<file path="config.mk">
export PLATFORM = sky130hd
export DESIGN_NAME = data_interpreter
export DESIGN_NICKNAME = d
export VERILOG_FILES = /design/src/rtl/calc_pkg.sv /design/src/rtl/ascii_classifier.sv /design/src/rtl/data_interpreter.sv
export SDC_FILE = /design/constraint.sdc
export NUM_CORES = 1
export LEC_CHECK = 0
export BUFFER_PORTS_ARGS = -buffer_cell sky130_fd_sc_hd__buf_4
export CAP_MARGIN = 15
export CORE_ASPECT_RATIO = 0.7
export CORE_MARGIN = 2
export CORE_UTILIZATION = 40
export DETAILED_ROUTE_END_ITERATION = 10
export GPL_TIMING_DRIVEN = 0
export SLEW_MARGIN = 10
export SYNTH_ARGS = -nofsm -noshare
export SYNTH_HDL_FRONTEND = slang
export SYNTH_HIERARCHICAL = 1
export SYNTH_SLANG_ARGS = --single-unit
export TNS_END_PERCENT = 1
</file>
<file path="constraint.sdc">
create_clock -name clk -period 3.61 [get_ports clk]
set_clock_uncertainty 0.2 [all_clocks]
set_input_delay 0.1805 -clock clk [delete_from_list [all_inputs] [get_ports clk]]
set_output_delay 0.1805 -clock clk [all_outputs]
set_load 0.03 [all_outputs]
</file>
<file path="src/rtl/calc_pkg.sv">
// Shared codes for the calculator front end: modes, validity codes, ASCII constants, parser state.
package calc_pkg;

  localparam int MAX_DIGITS = 3;
  localparam int NUM_W      = 10;

  typedef enum logic [2:0] {
    MODE_NONE = 3'd0,
    MODE_ADD  = 3'd1,
    MODE_SUB  = 3'd2,
    MODE_MUL  = 3'd3,
    MODE_DIV  = 3'd4
  } mode_e;

  localparam logic [1:0] VC_OP1  = 2'b00;
  localparam logic [1:0] VC_OP2  = 2'b01;
  localparam logic [1:0] VC_DONE = 2'b10;
  localparam logic [1:0] VC_ERR  = 2'b11;

  // State encoding doubles as the validCheck code.
  typedef enum logic [1:0] {
    ST_OP1  = 2'b00,
    ST_OP2  = 2'b01,
    ST_DONE = 2'b10,
    ST_ERR  = 2'b11
  } state_e;

  typedef enum logic [2:0] {
    CL_IGNORE,
    CL_DIGIT,
    CL_OP,
    CL_EVAL,
    CL_CLEAR,
    CL_BS,
    CL_BAD
  } char_class_e;

  localparam logic [7:0] ASC_NUL   = 8'h00;
  localparam logic [7:0] ASC_BS    = 8'h08;
  localparam logic [7:0] ASC_CR    = 8'h0D;
  localparam logic [7:0] ASC_SPACE = 8'h20;
  localparam logic [7:0] ASC_ZERO  = 8'h30;
  localparam logic [7:0] ASC_NINE  = 8'h39;
  localparam logic [7:0] ASC_EQ    = 8'h3D;
  localparam logic [7:0] ASC_CLR   = 8'h63;

endpackage

</file>
<file path="src/rtl/ascii_classifier.sv">
// Combinational decode of one ASCII code into a character class, digit value and operator mode.
module ascii_classifier
  import calc_pkg::*;
(
  input  logic [7:0]  code_i,
  output char_class_e cls_o,
  output logic [3:0]  digit_o,
  output mode_e       op_o
);

  always_comb begin
    cls_o   = CL_BAD;
    digit_o = code_i[3:0];
    op_o    = MODE_NONE;
    if (code_i >= ASC_ZERO && code_i <= ASC_NINE) begin
      cls_o = CL_DIGIT;
    end else begin
      case (code_i)
        8'h2B, 8'h61: begin cls_o = CL_OP; op_o = MODE_ADD; end
        8'h2D, 8'h73: begin cls_o = CL_OP; op_o = MODE_SUB; end
        8'h2A, 8'h6D: begin cls_o = CL_OP; op_o = MODE_MUL; end
        8'h2F, 8'h64: begin cls_o = CL_OP; op_o = MODE_DIV; end
        ASC_EQ, ASC_CR: cls_o = CL_EVAL;
        ASC_CLR:        cls_o = CL_CLEAR;
        ASC_BS:         cls_o = CL_BS;
        ASC_SPACE:      cls_o = CL_IGNORE;
        default:        cls_o = CL_BAD;
      endcase
    end
  end

endmodule

</file>
<file path="src/rtl/data_interpreter.sv">
// Calculator input parser: assembles decimal operands and operator mode from a strobed ASCII stream.
module data_interpreter
  import calc_pkg::*;
(
  input  logic             clk,
  input  logic             rst,
  input  logic [12:0]      ASCII_in,
  output logic [2:0]       modeSelect,
  output logic [1:0]       validCheck,
  output logic [NUM_W-1:0] numOut,
  output logic             printEnable
);

  state_e           state_q, state_d;
  logic [7:0]       prev_q;
  logic [1:0]       cnt_q, cnt_d;
  logic [NUM_W-1:0] num_q, num_d;
  mode_e            mode_q, mode_d;
  logic             pe_q, pe_d;

  char_class_e cls;
  logic [3:0]  digit;
  mode_e       op;

  ascii_classifier u_cls (
    .code_i  (ASCII_in[7:0]),
    .cls_o   (cls),
    .digit_o (digit),
    .op_o    (op)
  );

  // A new character is a nonzero code that differs from last cycle's code.
  logic accept, err;
  assign accept = (ASCII_in[7:0] != ASC_NUL) && (ASCII_in[7:0] != prev_q);

  always_comb begin
    state_d = state_q;
    cnt_d   = cnt_q;
    num_d   = num_q;
    mode_d  = mode_q;
    pe_d    = 1'b0;
    err     = 1'b0;
    if (accept) begin
      if (ASCII_in[12:8] != 5'd0) begin
        err = 1'b1;
      end else if (cls == CL_CLEAR) begin
        state_d = ST_OP1;
        cnt_d   = 2'd0;
        num_d   = '0;
        mode_d  = MODE_NONE;
      end else if (cls == CL_BAD) begin
        err = 1'b1;
      end else begin
        case (state_q)
          ST_OP1, ST_OP2: begin
            case (cls)
              CL_DIGIT: begin
                if (cnt_q == 2'(MAX_DIGITS)) begin
                  err = 1'b1;
                end else begin
                  // First digit of the second operand replaces the held first operand.
                  num_d = (state_q == ST_OP2 && cnt_q == 2'd0) ? NUM_W'(digit)
                                                                : num_q * NUM_W'(10) + NUM_W'(digit);
                  cnt_d = cnt_q + 2'd1;
                end
              end
              CL_OP: begin
                if (state_q == ST_OP1 && cnt_q != 2'd0) begin
                  mode_d  = op;
                  pe_d    = 1'b1;
                  state_d = ST_OP2;
                  cnt_d   = 2'd0;
                end else begin
                  err = 1'b1;
                end
              end
              CL_EVAL: begin
                if (state_q == ST_OP2 && cnt_q != 2'd0) begin
                  pe_d    = 1'b1;
                  state_d = ST_DONE;
                end else begin
                  err = 1'b1;
                end
              end
              CL_BS: begin
                if (cnt_q != 2'd0) begin
                  num_d = num_q / NUM_W'(10);
                  cnt_d = cnt_q - 2'd1;
                end
              end
              default: ;
            endcase
          end
          ST_DONE: begin
            case (cls)
              CL_DIGIT: begin
                mode_d  = MODE_NONE;
                num_d   = NUM_W'(digit);
                cnt_d   = 2'd1;
                state_d = ST_OP1;
              end
              CL_OP:   err = 1'b1;
              default: ;
            endcase
          end
          default: ;
        endcase
      end
    end
    // Error handling only pulses on entry; ERR is sticky until clear or reset.
    if (err && state_q != ST_ERR) begin
      state_d = ST_ERR;
      num_d   = '0;
      mode_d  = MODE_NONE;
      cnt_d   = 2'd0;
      pe_d    = 1'b1;
    end else if (err) begin
      state_d = ST_ERR;
    end
  end

  always_ff @(posedge clk) begin
    if (rst) begin
      state_q <= ST_OP1;
      prev_q  <= ASC_NUL;
      cnt_q   <= 2'd0;
      num_q   <= '0;
      mode_q  <= MODE_NONE;
      pe_q    <= 1'b0;
    end else begin
      state_q <= state_d;
      prev_q  <= ASCII_in[7:0];
      cnt_q   <= cnt_d;
      num_q   <= num_d;
      mode_q  <= mode_d;
      pe_q    <= pe_d;
    end
  end

  assign modeSelect  = mode_q;
  assign validCheck  = state_q;
  assign numOut      = num_q;
  assign printEnable = pe_q;

endmodule

</file>
Word level (Yosys, flattened, before mapping)

Cells that the tools add are included.

Flip-flop bits (word level): 26
Input bits: 15
Output and inout port bits: 16

$add $sub $neg: 3
$mul: 1
Divide/modulo/power cells: 1
$lt $le $gt $ge: 2
Eq/ne operators: 39
Muxes and demuxes: 56
Bitwise operators: 1
Reduce and logical (&&, ||, !) cells: 26

Operators with widths:

| kind                                                              | number |
|---|---|
| two-way mux 10 bit                                                | 6 |
| == test 8 x 6 -> 1 bit, second input constant                     | 6 |
| == test 8 x 7 -> 1 bit, second input constant                     | 5 |
| one-hot mux 10 bit (2 select lines)                               | 2 |
| two-way mux 2 bit                                                 | 15 |
| two-way mux 3 bit                                                 | 7 |
| == test 8 x 4 -> 1 bit, second input constant                     | 2 |
| two-way mux 1 bit                                                 | 16 |
| inequality test 4 bit, second input constant                      | 4 |
| AND reduction 8 bit                                               | 2 |
| one-hot mux 3 bit (5 select lines)                                | 1 |
| OR reduction 2 bit                                                | 7 |
| inequality test 6 bit, second input constant                      | 2 |
| one-hot mux 2 bit (2 select lines)                                | 3 |
| one-hot mux 3 bit (4 select lines)                                | 1 |
| adder 10 x 4 -> 10 bit                                            | 1 |
| divider 10 x 4 -> 10 bit, second input constant                   | 1 |
| multiplier 10 x 3 -> 9 bit, second input constant                 | 1 |
| nonzero test 5 bit                                                | 2 |
| == test 3 bit, second input constant                              | 3 |
| AND reduction 9 bit                                               | 1 |
| greater-or-equal comparator 8 x 6 -> 1 bit, second input constant | 1 |
| <= comparator 8 x 6 -> 1 bit, second input constant               | 1 |
| inequality test 8 bit                                             | 1 |
| other kinds (25)                                                  | 38 |

Depth between registers and ports, before layout

Depth after elaboration: 14
Mapped depth: 15

Hierarchy

Netlist, hierarchy kept.

Modules (own cells, without submodules):

| module           | times used | cells each | area an instance (um^2) |
|---|---|---|---|
| data_interpreter | 1          | 394        | 2961.6 |
| ascii_classifier | 1          | 50         | 350.3 |

Least setup slack after synthesis

No wires, ideal clock.

Path kind: reg2reg
Start point: register num_q[1] (netlist: numOut[1])
End point: register num_q[9] (netlist: numOut[9])
Setup time: 71 ps
Data arrival time: 2828 ps
Setup slack: 511 ps
Cell stages (with the launch flop): 10
Path through: dfxtp_1 > ha_1 > ha_1 > inv_1 > fa_1 > nor3_1 > and3_1 > xnor3_1 > or3_1 > a21oi_1

Longest elaborated chain between the ends: 8
Elaborated cells between the ends (all ways): 10
Those cells by class: 1 x add/sub; 1 x mul; 1 x div; 7 x mux

Ends and longest elaborated chain:

| item                                                             | line                    | text |
|---|---|---|
| from (decl)                                                      | data_interpreter.sv:17  | `logic [NUM_W-1:0] num_q, num_d;` |
| from (signal assigned)                                           | data_interpreter.sv:134 | `num_q <= num_d;` |
| branches (longest 4 deep; another with divider 10 x 4 -> 10 bit) | -                       |  |
| one-hot mux 10 bit (2 select lines) (*)                          | data_interpreter.sv:56  | `case (cls)` |
| one-hot mux 10 bit (2 select lines) (*)                          | data_interpreter.sv:54  | `case (state_q)` |
| two-way mux 10 bit (*)                                           | data_interpreter.sv:51  | `end else if (cls == CL_BAD) begin` |
| two-way mux 10 bit (*)                                           | data_interpreter.sv:46  | `end else if (cls == CL_CLEAR) begin` |

Mark *: on every way between the ends. The select of a mux whose other input is x is not followed.
A chain may end at the register's enable or synchronous reset.

Worst setup path in the final report

Start point: input port ASCII_in[4]
End point: register num_q[2] (netlist: numOut[2])

Longest elaborated chain between the ends: 13
Elaborated cells between the ends (all ways): 49
Those cells by class: 2 x order compare; 25 x eq/ne; 13 x mux; 9 x reduce/logical

Ends and longest elaborated chain:

| item                                                                           | line                                           | text |
|---|---|---|
| from (decl)                                                                    | data_interpreter.sv:7                          | `input logic [12:0] ASCII_in,` |
| == test 8 x 6 -> 1 bit (tied with other cells)                                 | ascii_classifier.sv:18                         | `case (code_i)` |
| OR reduction 8 bit (no line) / OR reduction 2 bit (equally long branches)      | -                                              |  |
| one-hot mux 3 bit (5 select lines)                                             | ascii_classifier.sv:18                         |  |
| two-way mux 3 bit (*)                                                          | ascii_classifier.sv:15                         | `if (code_i >= ASC_ZERO && code_i <= ASC_NINE) begin` |
| named net cls[1]                                                               | data_interpreter.sv:21                         | `char_class_e cls;` |
| == test 3 x 2 -> 1 bit (tied with other cells)                                 | data_interpreter.sv:56                         |  |
| one-hot mux 1 bit (3 select lines) / two-way mux 1 bit (equally long branches) | data_interpreter.sv:56, data_interpreter.sv:95 |  |
| one-hot mux 1 bit (2 select lines)                                             | data_interpreter.sv:54                         |  |
| two-way mux 1 bit                                                              | data_interpreter.sv:51                         |  |
| two-way mux 1 bit                                                              | data_interpreter.sv:46                         |  |
| two-way mux 1 bit                                                              | data_interpreter.sv:44                         | `if (ASCII_in[12:8] != 5'd0) begin` |
| two-way mux 1 bit                                                              | data_interpreter.sv:43                         | `if (accept) begin` |
| logical AND 1 bit                                                              | data_interpreter.sv:111                        | `if (err && state_q != ST_ERR) begin` |
| OR reduction 2 bit (no line)                                                   | -                                              |  |

Mark *: on every way through the listed nets, which the timed path passes. The rest lies on a longest branch. The select of a mux whose other input is x is not followed.

==> reports/metrics.yaml <==
outcome: "complete, no violations"
synth.most_common_cell: "a21oi_1"
power.leakage_nw: 1.47
synth_area_leaders: "dfxtp_1, a21oi_1, ha_1, nor2b_1, nor2_1"
clk_path_buf_depth: 2
ys_seq_area_frac: 0.157
crit_start: "ASCII_in[4]"
die_h_um: 80.1
dp_slack_ns: -0.218
syn_inst: 444
synth_top_family_by_area: "simple AND/OR/NAND/NOR gates"
syn-num-nets: 475
drt-initial-drc-count: 213
layout.nets: 515
cts.sinks: 26
rr_startpoint: "numOut[5]$_SDFFE_PP0P_"
yosys_most_used_dff: "dfxtp_1"
end_kind: "flop"
highest_layer: "met4"
die_area_sq_um: 9040
overflow: 0
grt_pass1_wl_um: 16100
clock_latency_ns: 0.27
worst_pin_slew_ns: 0.879
critical_path.endpoint: "numOut[2]$_SDFFE_PP0P_"
worstSetupStartpointType: "input pin"
io_pins: 31
grtUsageTotal: 0.216
synth_cell_types: 86
clkSlewWorstSetupHoldPaths_ns: 0.07
die_x_um: 113
synth_edf_count: 0
rows: 27
relSlewSlack: 0.409
io_buffer_count: 30
routabilityCongestion: 0.932
grt_max_degree: 14
diodes: 0
worstHoldPathType: "input pin to flop"
initial_core_util: 0.417
worstSetupPathType: "input pin to flop"
synth.area.mux_share: 0.0125
drtPass1Iterations: 5
synthXorXnorAreaFrac: 0.0676
yosysWarnings: 6
wl_met1_um: 5140
synthArstFlopShare: 0
path_max_fanout: 10
fin_crit_ns: 3.35
critPathMaxStageDelay_ns: 0.55
finalSetupViolations: 0
setup_ws_ns: 0.262
synth-simple-area-share: 0.308
rsz0062_at_grt: "no"
crit_chain: "buf_4 -> buf_6 -> nand2b_1 -> nor4_1 -> a21oi_1 -> o21a_1 -> clkbuf_1 -> inv_1 -> nor2_1 -> o21ai_0 -> a211oi_1 -> o21ai_1 -> o21bai_2 -> or4_1 -> o22ai_1"
areaGrowthSynthToFinish_pct: 14.9
cts_inserted_buffers: 3
route.met3.wl_um: 961
synth-adder-area-share: 0.0684
netlist_top_cells_count: "a21oi_1, nor2_1, nand2_1"
maxCapViolations: 0
grt_pass1_vias: 3184
drive_above_1_share: 0.168
core_sq_um: 7940
synth_area_sq_um: 3310
cts_tree: "built"
drc: 0
p_per_area_nw_per_um2: 179
finalCritPeriodShare: 0.927
worstPathRequired_ns: 3.60
synth-compound-area-share: 0.303
wl_met2_um: 3920
timing.rr.end: "numOut[1]$_SDFFE_PP0P_"
synth_area_leader_cell: "dfxtp_1"
arrival_ns: 3.34
drt-total-wl_um: 10100
syn_avg_cell_area_sq_um: 7.46
hpwl_um: 7670
r2r_slack_ns: 0.37
ff2ff_path_depth: 9
antenna_found_initial: 0
fmax_ghz: 0.299
vias: 3580
final_antenna_net_count: 0
critPathSlowestCell: "or4_1"
ir_worst_vdd_mv: 0.144
synth_top_area_share: 0.157
detail_route.wl_per_cell_um: 17.3
viasPerCell: 6.14
clockRootBuffer: "clkbuf_16"
htreeDepth: 1
hold_viol_final: 0
timing.hold.ws_ns: 0.0146
ys_ff_latch: 26
final-max-slew-violation-count: 0
final cells by class:
| type | count | area [sq um] |
|---|---|---|
| Buffer | 37 | 229 |
| Clock buffer | 3 | 75.1 |
| Fill cell | 781 | 4130 |
| Inverter | 13 | 48.8 |
| Multi-Input combinational cell | 368 | 2530 |
| Sequential cell | 26 | 520 |
| Tap cell | 101 | 126 |
| Timing Repair Buffer | 35 | 275 |
critical path, delay by kind of cell:
kind	cells	cell delay [ns]
AOI/OAI and AO/OA	7	1.27
buffers and inverters	4	0.76
and+or+nand+nor	4	1.11
flip-flops by register name (all words and copies together), names as in the netlist:
register     flops
printEnable      1
prev_q           8
cnt_q            2
numOut          10
modeSelect       3
validCheck       2
kinds of logic (layout without fill, tap and decap cells):
logic type	after synthesis	count (layout)
AO/OA/AOI/OAI	143	143
XOR/XNOR	24	24
adder cells (fa/ha/maj)	17	17
buffers and inverters	50	88
flip-flops	26	26
multiplexers	4	4
AND/OR/NAND/NOR	180	180
layout by cell type (no fill, tap or decap), types with 5 or more instances in the layout:
cell,n
nor3_1,15
a31oi_1,8
nor2b_1,22
inv_1,12
nand3_1,11
dfxtp_1,26
buf_4,38
nor4_1,8
buf_2,6
a22oi_1,5
o21ai_0,20
clkbuf_1,11
xnor2_1,12
dlygate4sd3_1,5
nand2_1,29
ha_1,14
a211oi_1,10
nor2_1,35
nor3b_1,9
a21oi_1,38
buf_6,5
xor2_1,11
nand2b_1,8
per-layer routing:
layer  up-vias  GRT usage
met2       157      0.292
met3         6     0.0423
met5         -          0
met4         0     0.0244
li1       1726          -
met1      1691      0.351
repair_timing:
item | CTS | global route
setup endpoints to repair | 0 | 13
buffers inserted | 0 | 0
hold buffers | 5 | 0
resized for setup | 0 | 9
endpoints found under the hold margin | 5 | 0
report_power, final:
part	internal, mW	total (mW)	switching [mW]
Sequential	0.293	0.298	0.00496
Clock	0.147	0.259	0.112
Combinational	0.0541	0.125	0.0708
stage by stage:
stage / power, mW / cell area (sq um) / instances / utilization / TNS (ns)
finish: 0.682 / 3800 / 583 / 0.479 / 0
global placement: 0.421 / 3660 / 575 / 0.461 / -1.26
global route: 0.707 / 3800 / 583 / 0.479 / 0
detailed placement: 0.423 / 3660 / 575 / 0.461 / -1.96
CTS: 0.685 / 3790 / 583 / 0.477 / 0
floorplan: 0.380 / 3310 / 444 / - / 0
worst min path at each step:
stage           startpoint              endpoint  slack [ns]  cells after the start
2_1_floorplan          rst  prev_q[6]$_SDFF_PP0_        0.05                      1
3_3_place_gp           rst  prev_q[6]$_SDFF_PP0_        0.16                      2
3_5_place_dp           rst  prev_q[6]$_SDFF_PP0_        0.16                      2
4_1_cts        ASCII_in[7]  prev_q[7]$_SDFF_PP0_        0.02                      2
5_1_grt        ASCII_in[7]  prev_q[7]$_SDFF_PP0_        0.03                      2
6_report       ASCII_in[7]  prev_q[7]$_SDFF_PP0_        0.01                      2
No activity file was read; power rests on OpenSTA's default activity.
